### config.mk
export PLATFORM = sky130hd
export DESIGN_NAME = dmem_arbiter
export DESIGN_NICKNAME = d
export VERILOG_FILES = /design/src/rtl/dmem_arb_pkg.sv /design/src/rtl/sat_counter.sv /design/src/rtl/dmem_arbiter.sv
export SDC_FILE = /design/constraint.sdc
export NUM_CORES = 1
export LEC_CHECK = 0
export BUFFER_PORTS_ARGS = -buffer_cell sky130_fd_sc_hd__buf_2
export CAP_MARGIN = 10
export CORE_AREA = 2 2 114 116
export CTS_CLUSTER_DIAMETER = 50
export CTS_CLUSTER_SIZE = 24
export DETAILED_ROUTE_END_ITERATION = 10
export DIE_AREA = 0 0 116 118
export HOLD_SLACK_MARGIN = 0.15
export PLACE_DENSITY = 0.5
export SETUP_SLACK_MARGIN = 0.2
export SLEW_MARGIN = 10
export SYNTH_ARGS = -nofsm -noshare
export SYNTH_HDL_FRONTEND = slang
export SYNTH_SLANG_ARGS = --single-unit
### constraint.sdc
create_clock -name clk -period 1.4 [get_ports clk]
set_input_delay 0.21 -clock clk [delete_from_list [all_inputs] [get_ports clk]]
set_output_delay 0.21 -clock clk [all_outputs]
set_load 0.1 [all_outputs]
### src/rtl/dmem_arb_pkg.sv
// rtl/dmem_arb_pkg.sv - shared owner type and default widths for the data memory arbiter
package dmem_arb_pkg;

    typedef enum logic {
        OWN_CORE = 1'b0,
        OWN_DMA  = 1'b1
    } owner_e;

    localparam int DEF_ADDR_W = 32;
    localparam int DEF_DATA_W = 32;

endpackage

### src/rtl/sat_counter.sv
// rtl/sat_counter.sv - saturating up-counter with synchronous clear
module sat_counter #(
    parameter int WIDTH = 32
) (
    input  logic             clk,
    input  logic             clear,
    input  logic             inc,
    output logic [WIDTH-1:0] count
);

    // Holds at all-ones rather than wrapping so long runs never read back as small values.
    always_ff @(posedge clk) begin
        if (clear) begin
            count <= '0;
        end else if (inc && (count != '1)) begin
            count <= count + WIDTH'(1);
        end
    end

endmodule

### src/rtl/dmem_arbiter.sv
// rtl/dmem_arbiter.sv - shares the data memory port between the core and a DMA requester
// Optional stall/beat statistics counters are enabled with DMEM_ARB_STATS_EN.
module dmem_arbiter
    import dmem_arb_pkg::*;
#(
    parameter int ADDR_W       = DEF_ADDR_W,
    parameter int DATA_W       = DEF_DATA_W,
    parameter int MAX_BURST    = 8,
    parameter int STARVE_LIMIT = 4
) (
    input  logic              clk,
    input  logic              reset,
    input  logic              core_req,
    input  logic              core_we,
    input  logic [ADDR_W-1:0] core_addr,
    input  logic [DATA_W-1:0] core_wdata,
    output logic [DATA_W-1:0] core_rdata,
    output logic              core_stall,
    input  logic              dma_req,
    input  logic              dma_we,
    input  logic [ADDR_W-1:0] dma_addr,
    input  logic [DATA_W-1:0] dma_wdata,
    output logic              dma_gnt,
    output logic [DATA_W-1:0] dma_rdata,
    output logic              dma_rvalid,
    output logic [ADDR_W-1:0] mem_addr,
    output logic [DATA_W-1:0] mem_wdata,
    output logic              mem_we,
    input  logic [DATA_W-1:0] mem_rdata
`ifdef DMEM_ARB_STATS_EN
    ,
    output logic [31:0]       stall_cycles,
    output logic [31:0]       dma_beats
`endif
);

    localparam int WAIT_W = $clog2(STARVE_LIMIT + 1);
    localparam int BEAT_W = $clog2(MAX_BURST + 1);
    localparam logic [WAIT_W-1:0] WAIT_LAST = WAIT_W'(STARVE_LIMIT - 1);
    localparam logic [BEAT_W-1:0] BEAT_LAST = BEAT_W'(MAX_BURST - 1);

    owner_e            owner;
    owner_e            eff_owner;
    logic [WAIT_W-1:0] wait_cnt;
    logic [BEAT_W-1:0] beat_cnt;

    // While reset is high the port behaves as if the core owns it, so a DMA write is dropped.
    assign eff_owner  = reset ? OWN_CORE : owner;
    assign core_rdata = mem_rdata;
    assign dma_rdata  = mem_rdata;

    always_comb begin
        mem_addr   = core_addr;
        mem_wdata  = core_wdata;
        mem_we     = core_req & core_we;
        core_stall = 1'b0;
        dma_gnt    = 1'b0;
        dma_rvalid = 1'b0;
        if (eff_owner == OWN_DMA) begin
            mem_addr   = dma_addr;
            mem_wdata  = dma_wdata;
            mem_we     = dma_req & dma_we;
            core_stall = core_req;
            dma_gnt    = dma_req;
            dma_rvalid = dma_req & ~dma_we;
        end
        if (reset) begin
            mem_we = 1'b0;
        end
    end

    always_ff @(posedge clk) begin
        if (reset) begin
            owner    <= OWN_CORE;
            wait_cnt <= '0;
            beat_cnt <= '0;
        end else begin
            case (owner)
                OWN_CORE: begin
                    beat_cnt <= '0;
                    if (dma_req && !core_req) begin
                        owner    <= OWN_DMA;
                        wait_cnt <= '0;
                    end else if (dma_req) begin
                        // Core wins contention until DMA has waited STARVE_LIMIT cycles.
                        if (wait_cnt == WAIT_LAST) begin
                            owner    <= OWN_DMA;
                            wait_cnt <= '0;
                        end else begin
                            wait_cnt <= wait_cnt + WAIT_W'(1);
                        end
                    end else begin
                        wait_cnt <= '0;
                    end
                end
                OWN_DMA: begin
                    wait_cnt <= '0;
                    if (!dma_req || (beat_cnt == BEAT_LAST)) begin
                        owner    <= OWN_CORE;
                        beat_cnt <= '0;
                    end else begin
                        beat_cnt <= beat_cnt + BEAT_W'(1);
                    end
                end
            endcase
        end
    end

`ifdef DMEM_ARB_STATS_EN
    sat_counter #(.WIDTH(32)) u_stall_cnt (
        .clk   (clk),
        .clear (reset),
        .inc   (core_stall),
        .count (stall_cycles)
    );

    sat_counter #(.WIDTH(32)) u_beat_cnt (
        .clk   (clk),
        .clear (reset),
        .inc   (dma_gnt),
        .count (dma_beats)
    );
`endif

endmodule

==> results of run 1 <==
[power groups by stage]
stage	clock (mW)	sequential, mW	combinational, mW
2_1_floorplan	0	0.238	2.06
3_3_place_gp	0	0.238	1.61
3_5_place_dp	0	0.238	1.62
4_1_cts	0.479	0.235	2.00
5_1_grt	0.492	0.235	2.22
6_report	0.470	0.235	2.17
[final cells by class]
type / instances / area [um2]
fill: 1247 / 8240
inverter: 4 / 21.3
sequential: 8 / 161
timing repair buffer: 229 / 2450
tap: 172 / 215
multi-input combinational: 90 / 1250
clock buffer: 3 / 75.1
[how the worst min path moves through the flow]
stage                                      start                     end  slack, ns  depth (start not counted)
after floorplan                            reset        owner$_SDFF_PP0_       0.28                          1
after global placement    wait_cnt[0]$_SDFF_PP0_  wait_cnt[0]$_SDFF_PP0_       0.41                          1
after detailed placement  wait_cnt[0]$_SDFF_PP0_  wait_cnt[0]$_SDFF_PP0_       0.42                          1
after CTS                                  reset        owner$_SDFF_PP0_       0.33                          3
after global routing                       reset        owner$_SDFF_PP0_       0.33                          3
final                                      reset        owner$_SDFF_PP0_       0.32                          3
[layer usage]
layer  up-vias  wire (um)
li1        854          -
met4         0        188
met2       149       4220
met5         -          0
met3        19       1110
met1       847       3710
[cell families (layout without fill, tap and decap cells)]
| group | after synthesis | in the layout |
|---|---|---|
| xor gates and xnor gates | 1 | 1 |
| DFF | 8 | 8 |
| adders and majority gates | 3 | 3 |
| AOI/OAI and AO/OA | 1 | 1 |
| and+or+nand+nor | 20 | 20 |
| muxes | 65 | 65 |
| buffers and inverters | 75 | 236 |
[timing repair]
action,in CTS,in global routing
pin swaps,8,9
gates resized for setup,210,75
setup endpoints to repair,72,76
cloned,3,5
hold endpoints to repair,0,0
buffers inserted,11,4
[state kept, by name (all words and copies together), names as in the netlist]
| register | flops |
|---|---|
| owner | 1 |
| beat_cnt | 4 |
| wait_cnt | 3 |
[cells in the final DEF, fill, tap and decap left out, drive strengths merged]
cell | netlist | final
and4 | 1 | 1
clkbuf | 0 | 7
nor2b | 1 | 1
nor3b | 2 | 2
ha | 3 | 3
and2 | 1 | 1
xnor2 | 1 | 1
buf | 71 | 225
nor2 | 8 | 8
mux2i | 1 | 1
nand3 | 3 | 3
mux2 | 64 | 64
nor4b | 1 | 1
nand2 | 1 | 1
inv | 4 | 3
clkinvlp | 0 | 1
dfxtp | 8 | 8
nand3b | 2 | 2
a21oi | 1 | 1
[worst max-delay path: cells and delay by family, from the launching register on]
family / cells / cell delay (ns)
mux: 1 / 0.32
simple gates: 1 / 0.21
flops: 1 / 0.31
buf+inv: 3 / 0.50
[through the flow]
step	total power [mW]	setup TNS [ns]	hold slack, ns
finish	2.87	-24.70	0.323
detailed placement	1.86	-14.38	0.417
global placement	1.85	-13.18	0.407
floorplan	2.30	-3.65	0.279
CTS	2.71	-25.08	0.327
global route	2.95	-29.48	0.334
==> run_results.csv, run 1 <==
group,metric,value,unit
yosys,ys_ff_latch,8,
timing,relSlewSlack,0.824,
yosys,synth_compound_area_frac,0.00306,
pwr,leakage,2.00,nW
global_routing,track_usage,0.112,
place,dp_hpwl,6530,um
cts,clkLatencyLatePin,0.23,ns
yosys,synthArstFlopShare,0,
global_routing,use_met1,0.138,
timing,hold_violations,0,
die,num_rows,41,
cts,cts_tree,"done",
yosys,synth_area_leaders,"mux2_2, buf_4, dfxtp_1, buf_6, ha_1",
finish,syn2layout_area_growth,155,%
global_routing,grt_max_degree,19,
cts,cts.clk_slew.worst_paths,0.04,ns
place,post-place-ws,-0.347,ns
timing,setup_viol,71,
route,first_pass_iters,4,
pwr,power_frac_seq,0.082,
global_routing,antenna_found_initial,0,
global_routing,met3_usage,0.0366,
yosys,yosys_most_used_dff,"dfxtp_1",
yosys,yosys_warnings,0,
critical_path,cp-end-kind,"primary output",
die,start_util,0.132,
pwr,p_int,1.48,mW
yosys,yosys.area_share.simple,0.0789,
critical_path,r2r_cells,9,
timing,fmax,559,MHz
critical_path,cp_data_arrival_time,1.58,ns
pwr,clock_power_share,0.164,
outcome,violations,"negative setup slack",
pwr,irDropWorstVdd,0.000386,V
pwr,switching_share,0.485,
min_path,hp-class,"primary input to flop",
place,place_area,2720,um2
pwr,power_frac_comb,0.755,
critical_path,crit_slowest_cell,"mux2_4",
yosys,yosys.area.top_type_share,0.441,
finish,postLayoutCellArea,4170,um2
critical_path,crit_required,1.19,ns
cts,clock_path_buffers,2,
critical_path,crit_chain,"nor2b_4 -> buf_6 -> clkbuf_16 -> mux2_4 -> buf_12",
route,finalWirelength,9230,um
yosys,yosys.area_share.xor_xnor,0.00536,
route,first_iter_violations,57,
place,dp.cells,480,
yosys,synth-edff-count,0,
cts,ctsHoldBuffers,0,
yosys,synth_fa_ha_area_frac,0.0230,
place,gp_congestion,0.912,
finish,final_util,0.336,
pwr,p_switching,1.39,mW
critical_path,start_kind,"flop",
cts,htreeDepth,1,
die,dieArea,13700,um2
cts,numCtsBuffers,3,
yosys,yosysUniqueCellTypes,19,
finish,stdcell_count,506,
route,drcViolationCount,0,
route,postRouteAntennaNets,0,
route,vias,1869,
global_routing,busiest_layer,"met2",
route,wl_per_cell,18.2,um
job,maxCapViolCount,0,
outcome,status,"complete, but fails checks",
critical_path,max_stage_delay,0.32,ns
timing,fin_crit_sh,1.28,
critical_path,cp_max_fo,5,
critical_path,timing.setup.critical_path_class,"flop to primary output",
yosys,synth_top_family_by_area,"multiplexers",
cts,root_buffer,"clkbuf_16",
timing,tightest_slew,0.257,ns
yosys,synth_mux_area_frac,0.447,
yosys,synth.most_common_cell,"buf_4",
timing,worst_slack,-0.390,ns
global_routing,gr-total-overflow,0,
pwr,powerDensity,689,nW/um2
yosys,syn_area,1630,um2
global_routing,grt_pass1_wl,11400,um
finish,antenna_cells,0,
timing,skew,0.00150,ns
place,portBuffers,201,
die,die_y,118,um
global_routing,use_met2,0.184,
critical_path,r2r_end,"beat_cnt[0]$_SDFF_PP0_",
timing,post-route-min-period,1.79,ns
yosys,synth_top_cells_by_count,"buf_4, mux2_2, dfxtp_1, nor2_1",
timing,rsz0062_at_grt,"true",
finish,nets,505,
critical_path,crit_end,"mem_addr[30]",
yosys,syn_inst,173,
die,die_w,116,um
die,core,12400,um2
yosys,syn_avg_cell_area,9.45,um2
global_routing,grt_pass1_vias,1962,
cts,cts_sinks,8,
die,ios,298,
route,vias_per_cell,3.69,
yosys,yosysTopAreaCell,"mux2_2",
yosys,synth_nets,342,
critical_path,rr_startpoint,"owner$_SDFF_PP0_",
critical_path,timing.critical_path.from,"owner$_SDFF_PP0_",
yosys,synth-seq-area-share,0.0980,
timing,slew_viol_final,0,
critical_path,r2r_slack,-0.18,ns
finish,final_layout_size_suffix_gt1_frac,0.940,
No activity file was read; power rests on OpenSTA's default activity.
==> inputs of run 2 (changes only) <==
SKIP_CTS_REPAIR_TIMING = 1   (was not set)
==> run_results.csv, run 2 (same netlist as run 1, synthesis figures left out) <==
group,metric,value,unit
timing,hold_slack,0.323,ns
timing,rsz0062_at_grt,"true",
timing,worst_slack,-0.400,ns
pwr,powerDensity,751,nW/um2
critical_path,max_stage_delay,0.36,ns
die,start_util,0.132,
finish,multi_input_area,1140,um2
global_routing,grt_pass1_vias,1735,
global_routing,grt_pass1_wl,9620,um
finish,largest_register_ffs,4,
finish,final_common_cell,"buf_2",
timing,post-route-min-period,1.80,ns
critical_path,timing.setup.critical_path_class,"flop to primary output",
global_routing,grt_max_degree,37,
min_path,worstHoldStart,"reset",
timing,fin_crit_sh,1.29,
job,maxCapViolCount,0,
min_path,min_to,"owner$_SDFF_PP0_",
cts,cts_tree,"done",
die,dieArea,13700,um2
die,ios,298,
finish,reg_top3,"beat_cnt (4), wait_cnt (3), owner (1)",
min_path,hp-class,"primary input to flop",
critical_path,crit_buf_inv,3,
finish,seq_area,164,um2
die,die_w,116,um
timing,slew_viol_final,0,
place,post-place-ws,-0.347,ns
cts,htreeDepth,1,
timing,skew,0.000739,ns
critical_path,cp_max_fo,17,
critical_path,cp_data_arrival_time,1.59,ns
outcome,status,"complete, but fails checks",
critical_path,cp-end-kind,"primary output",
die,num_rows,41,
critical_path,cp_top_family,"buffers and inverters",
die,core,12400,um2
pwr,leakage,1.66,nW
route,wl_per_cell,16.5,um
timing,tightest_slew,0.209,ns
global_routing,track_usage,0.0937,
cts,cts.clk_slew.worst_paths,0.04,ns
timing,setup_viol,67,
route,first_pass_iters,4,
cts,cts_sinks,8,
finish,fill_cells,1310,
timing,fmax,556,MHz
cts,clkLatencyLatePin,0.23,ns
critical_path,r2r_cells,7,
place,dp_hpwl,6530,um
route,postRouteAntennaNets,0,
route,drcViolationCount,0,
cts,numCtsBuffers,3,
cts,clock_path_buffers,2,
global_routing,antenna_found_initial,0,
route,finalWirelength,8050,um
timing,relSlewSlack,0.861,
finish,regMostFlops,"beat_cnt",
critical_path,crit_chain,"nor2b_4 -> buf_12 -> clkbuf_16 -> mux2_2 -> buf_6",
finish,antenna_cells,0,
critical_path,r2r_end,"beat_cnt[0]$_SDFF_PP0_",
place,gp_congestion,0.912,
outcome,violations,"negative setup slack",
finish,final_layout_size_suffix_gt1_frac,0.930,
min_path,hold_depth,3,
finish,syn2layout_area_growth,112,%
route,first_iter_violations,67,
critical_path,crit_required,1.19,ns
finish,nets,487,
cts,root_buffer,"clkbuf_16",
global_routing,gr-total-overflow,0,
pwr,irDropWorstVdd,0.000385,V
route,vias_per_cell,3.64,
route,vias,1774,
finish,layout_common_cells,"buf_2, mux2_4, buf_6",
critical_path,rr_startpoint,"owner$_SDFF_PP0_",
timing,hold_violations,0,
critical_path,r2r_slack,0.04,ns
critical_path,start_kind,"flop",
critical_path,crit_slowest_cell,"mux2_2",
place,portBuffers,201,
die,die_y,118,um
## run 2: layer usage
layer  global-route usage  up-vias  wire length, um
li1                     -      815                -
met2                0.149      148             3750
met4               0.0171        0               69
met5                    0        -                0
met3               0.0376       13             1010
met1                0.120      798             3230
## run 2: layout make-up
| class | count | share of cell area |
|---|---|---|
| Clock buffer | 3 | 0.0217 |
| Inverter | 4 | 0.00542 |
| Multi-Input combinational cell | 90 | 0.330 |
| Sequential cell | 8 | 0.0474 |
| Tap cell | 172 | 0.0622 |
| Timing Repair Buffer | 211 | 0.533 |
## run 2: per-stage QoR
| stage | TNS (ns) | std cells | util | area, um2 | power (mW) |
|---|---|---|---|---|---|
| 3_5_place_dp | -14.38 | 480 | 0.219 | 2720 | 1.86 |
| 5_1_grt | -26.92 | 488 | 0.279 | 3460 | 2.67 |
| 6_report | -23.59 | 488 | 0.279 | 3460 | 2.60 |
| 3_3_place_gp | -13.18 | 480 | 0.219 | 2720 | 1.85 |
| 2_1_floorplan | -3.65 | 173 | - | 1810 | 2.30 |
| 4_1_cts | -30.27 | 483 | 0.225 | 2800 | 2.34 |
## run 2: worst min-delay path, stage by stage
cell	delay, ns
buf_2	0.12
buf_4	0.14
nor4b_2	0.05
## run 2: where the power goes
group	total, mW	internal (mW)	switching [mW]
Combinational	1.89	0.667	1.22
Clock	0.471	0.367	0.104
Sequential	0.236	0.233	0.00275
Total	2.60	1.27	1.33
## run 2: worst max path at each step
stage	slack (ns)	end	depth (start not counted)	start
after floorplan	-0.15	dma_rvalid	5	owner$_SDFF_PP0_
after global placement	-0.33	mem_wdata[8]	5	reset
final	-0.40	mem_wdata[18]	5	owner$_SDFF_PP0_
after detailed placement	-0.35	mem_wdata[8]	5	reset
after CTS	-0.60	mem_wdata[8]	4	owner$_SDFF_PP0_
after global routing	-0.45	mem_wdata[14]	5	owner$_SDFF_PP0_
==> inputs of run 3 (changes only) <==
GPL_TIMING_DRIVEN = 0   (was not set)
==> run_results.csv, run 3 (same netlist as run 1, synthesis figures left out) <==
group,metric,value,unit
outcome,status,"complete, but fails checks",
outcome,violations,"negative setup slack",
timing,post-route-min-period,1.84,ns
route,postRouteAntennaNets,0,
pwr,power_frac_seq,0.065,
critical_path,max_stage_delay,0.33,ns
critical_path,crit_required,1.19,ns
critical_path,timing.setup.critical_path_class,"flop to primary output",
critical_path,crit_chain,"nor2b_4 -> buf_6 -> buf_12 -> clkbuf_16 -> mux2_4 -> buf_12",
place,dp.cells,610,
timing,fmax,543,MHz
pwr,clock_power_share,0.129,
cts,numCtsBuffers,3,
finish,fill_cells,1249,
cts,root_buffer,"clkbuf_16",
critical_path,cp_data_arrival_time,1.63,ns
finish,final_layout_size_suffix_gt1_frac,0.952,
cts,cts_sinks,8,
finish,postLayoutCellArea,4600,um2
timing,setup_viol,67,
route,first_iter_violations,55,
timing,skew,0.000715,ns
finish,nets,625,
critical_path,cp_max_fo,8,
finish,regMostFlops,"beat_cnt",
die,ios,298,
route,vias,2300,
pwr,powerDensity,793,nW/um2
route,drcViolationCount,0,
min_path,hp-class,"primary input to flop",
global_routing,gr-total-overflow,0,
finish,final_common_cell,"buf_2",
critical_path,start_kind,"flop",
timing,worst_slack,-0.440,ns
global_routing,grt_max_degree,11,
min_path,worstHoldStart,"reset",
die,start_util,0.132,
critical_path,crit_path_frequent_cell,"buf_12",
timing,hold_violations,0,
pwr,switching_share,0.583,
critical_path,crit_slowest_cell,"dfxtp_2",
timing,slew_viol_final,0,
route,wl_per_cell,14.7,um
finish,stdcell_count,626,
cts,htreeDepth,1,
pwr,p_switching,2.13,mW
timing,fin_crit_sh,1.31,
critical_path,r2r_cells,7,
timing,rsz0062_at_grt,"true",
critical_path,r2r_end,"beat_cnt[0]$_SDFF_PP0_",
cts,cts_tree,"done",
job,maxCapViolCount,0,
timing,relSlewSlack,0.671,
place,portBuffers,265,
global_routing,grt_pass1_wl,10600,um
critical_path,rr_startpoint,"owner$_SDFF_PP0_",
finish,largest_register_ffs,4,
cts,clock_path_buffers,2,
die,die_y,118,um
finish,syn2layout_area_growth,182,%
die,dieArea,13700,um2
place,gp_congestion,0.759,
finish,multi_input_area,1240,um2
cts,cts.clk_slew.worst_paths,0.03,ns
global_routing,grt_pass1_vias,2056,
route,first_pass_iters,4,
place,place_area,3350,um2
critical_path,r2r_slack,0.10,ns
finish,seq_area,164,um2
die,die_w,116,um
min_path,min_to,"owner$_SDFF_PP0_",
die,core,12400,um2
pwr,power_frac_comb,0.806,
place,dp_hpwl,7380,um
finish,reg_top3,"beat_cnt (4), wait_cnt (3), owner (1)",
finish,layout_common_cells,"buf_2, buf_4, mux2_4",
critical_path,cp-end-kind,"primary output",
cts,clkLatencyLatePin,0.23,ns
route,vias_per_cell,3.67,
global_routing,track_usage,0.101,
die,num_rows,41,
finish,antenna_cells,0,
pwr,irDropWorstVdd,0.000407,V
timing,tightest_slew,0.498,ns
min_path,hold_depth,2,
pwr,leakage,2.40,nW
route,finalWirelength,9180,um
global_routing,antenna_found_initial,0,
pwr,p_int,1.52,mW
-- run 3: cell types whose count changed in the layout (fill, tap and decap cells not counted), moves of 2 or more --
| cell | previous run | this run |
|---|---|---|
| mux2_2 | 21 | 0 |
| buf_2 | 133 | 197 |
| buf_8 | 0 | 3 |
| buf_4 | 4 | 69 |
| mux2_4 | 43 | 64 |
| buf_12 | 33 | 44 |
| buf_6 | 39 | 32 |
| clkbuf_16 | 5 | 7 |
-- run 3: power groups by stage --
stage / sequential, mW / clock, mW / combinational (mW)
finish: 0.236 / 0.470 / 2.94
global route: 0.236 / 0.496 / 3.02
CTS: 0.236 / 0.480 / 2.49
detailed placement: 0.239 / 0 / 2.49
global placement: 0.239 / 0 / 2.48
floorplan: 0.238 / 0 / 2.06
-- run 3: layout make-up --
class                   instances  share of cell area
plain buffers                  71               0.134
clock buffers                   3              0.0163
inverters                       4             0.00408
multi-input cells              90               0.269
flip-flops and latches          8              0.0356
well taps                     172              0.0468
repair buffers                278               0.494
-- run 3: worst max path at each step --
stage	start	to	slack, ns	cells after the start
2_1_floorplan	owner$_SDFF_PP0_	dma_rvalid	-0.15	5
3_3_place_gp	owner$_SDFF_PP0_	mem_wdata[7]	-0.42	5
3_5_place_dp	reset	mem_wdata[14]	-0.43	6
4_1_cts	owner$_SDFF_PP0_	mem_wdata[14]	-0.67	5
5_1_grt	owner$_SDFF_PP0_	mem_wdata[12]	-0.48	6
6_report	owner$_SDFF_PP0_	mem_wdata[4]	-0.44	6
-- run 3: metrics by stage --
| stage | worst slack, ns | hold WS, ns | TNS [ns] | power [mW] | utilization |
|---|---|---|---|---|---|
| global placement | -0.420 | 0.409 | -21.21 | 2.72 | 0.270 |
| CTS | -0.669 | 0.260 | -37.41 | 3.21 | 0.276 |
| global route | -0.479 | 0.264 | -27.37 | 3.75 | 0.371 |
| floorplan | -0.155 | 0.279 | -3.65 | 2.30 | - |
| detailed placement | -0.426 | 0.414 | -20.96 | 2.73 | 0.270 |
| finish | -0.440 | 0.257 | -24.45 | 3.65 | 0.371 |
-- run 3: routing by layer --
layer,wire [um],global-route usage
met3,1350,0.0484
met4,65,0.0112
met1,3230,0.109
met2,4530,0.183
met5,0,0
-- run 3: worst max-delay path: cells and delay by family (launching register included) --
family,cells,cell delay (ns)
and+or+nand+nor,1,0.15
muxes,1,0.32
buffers and inverters,4,0.59
DFF,1,0.33
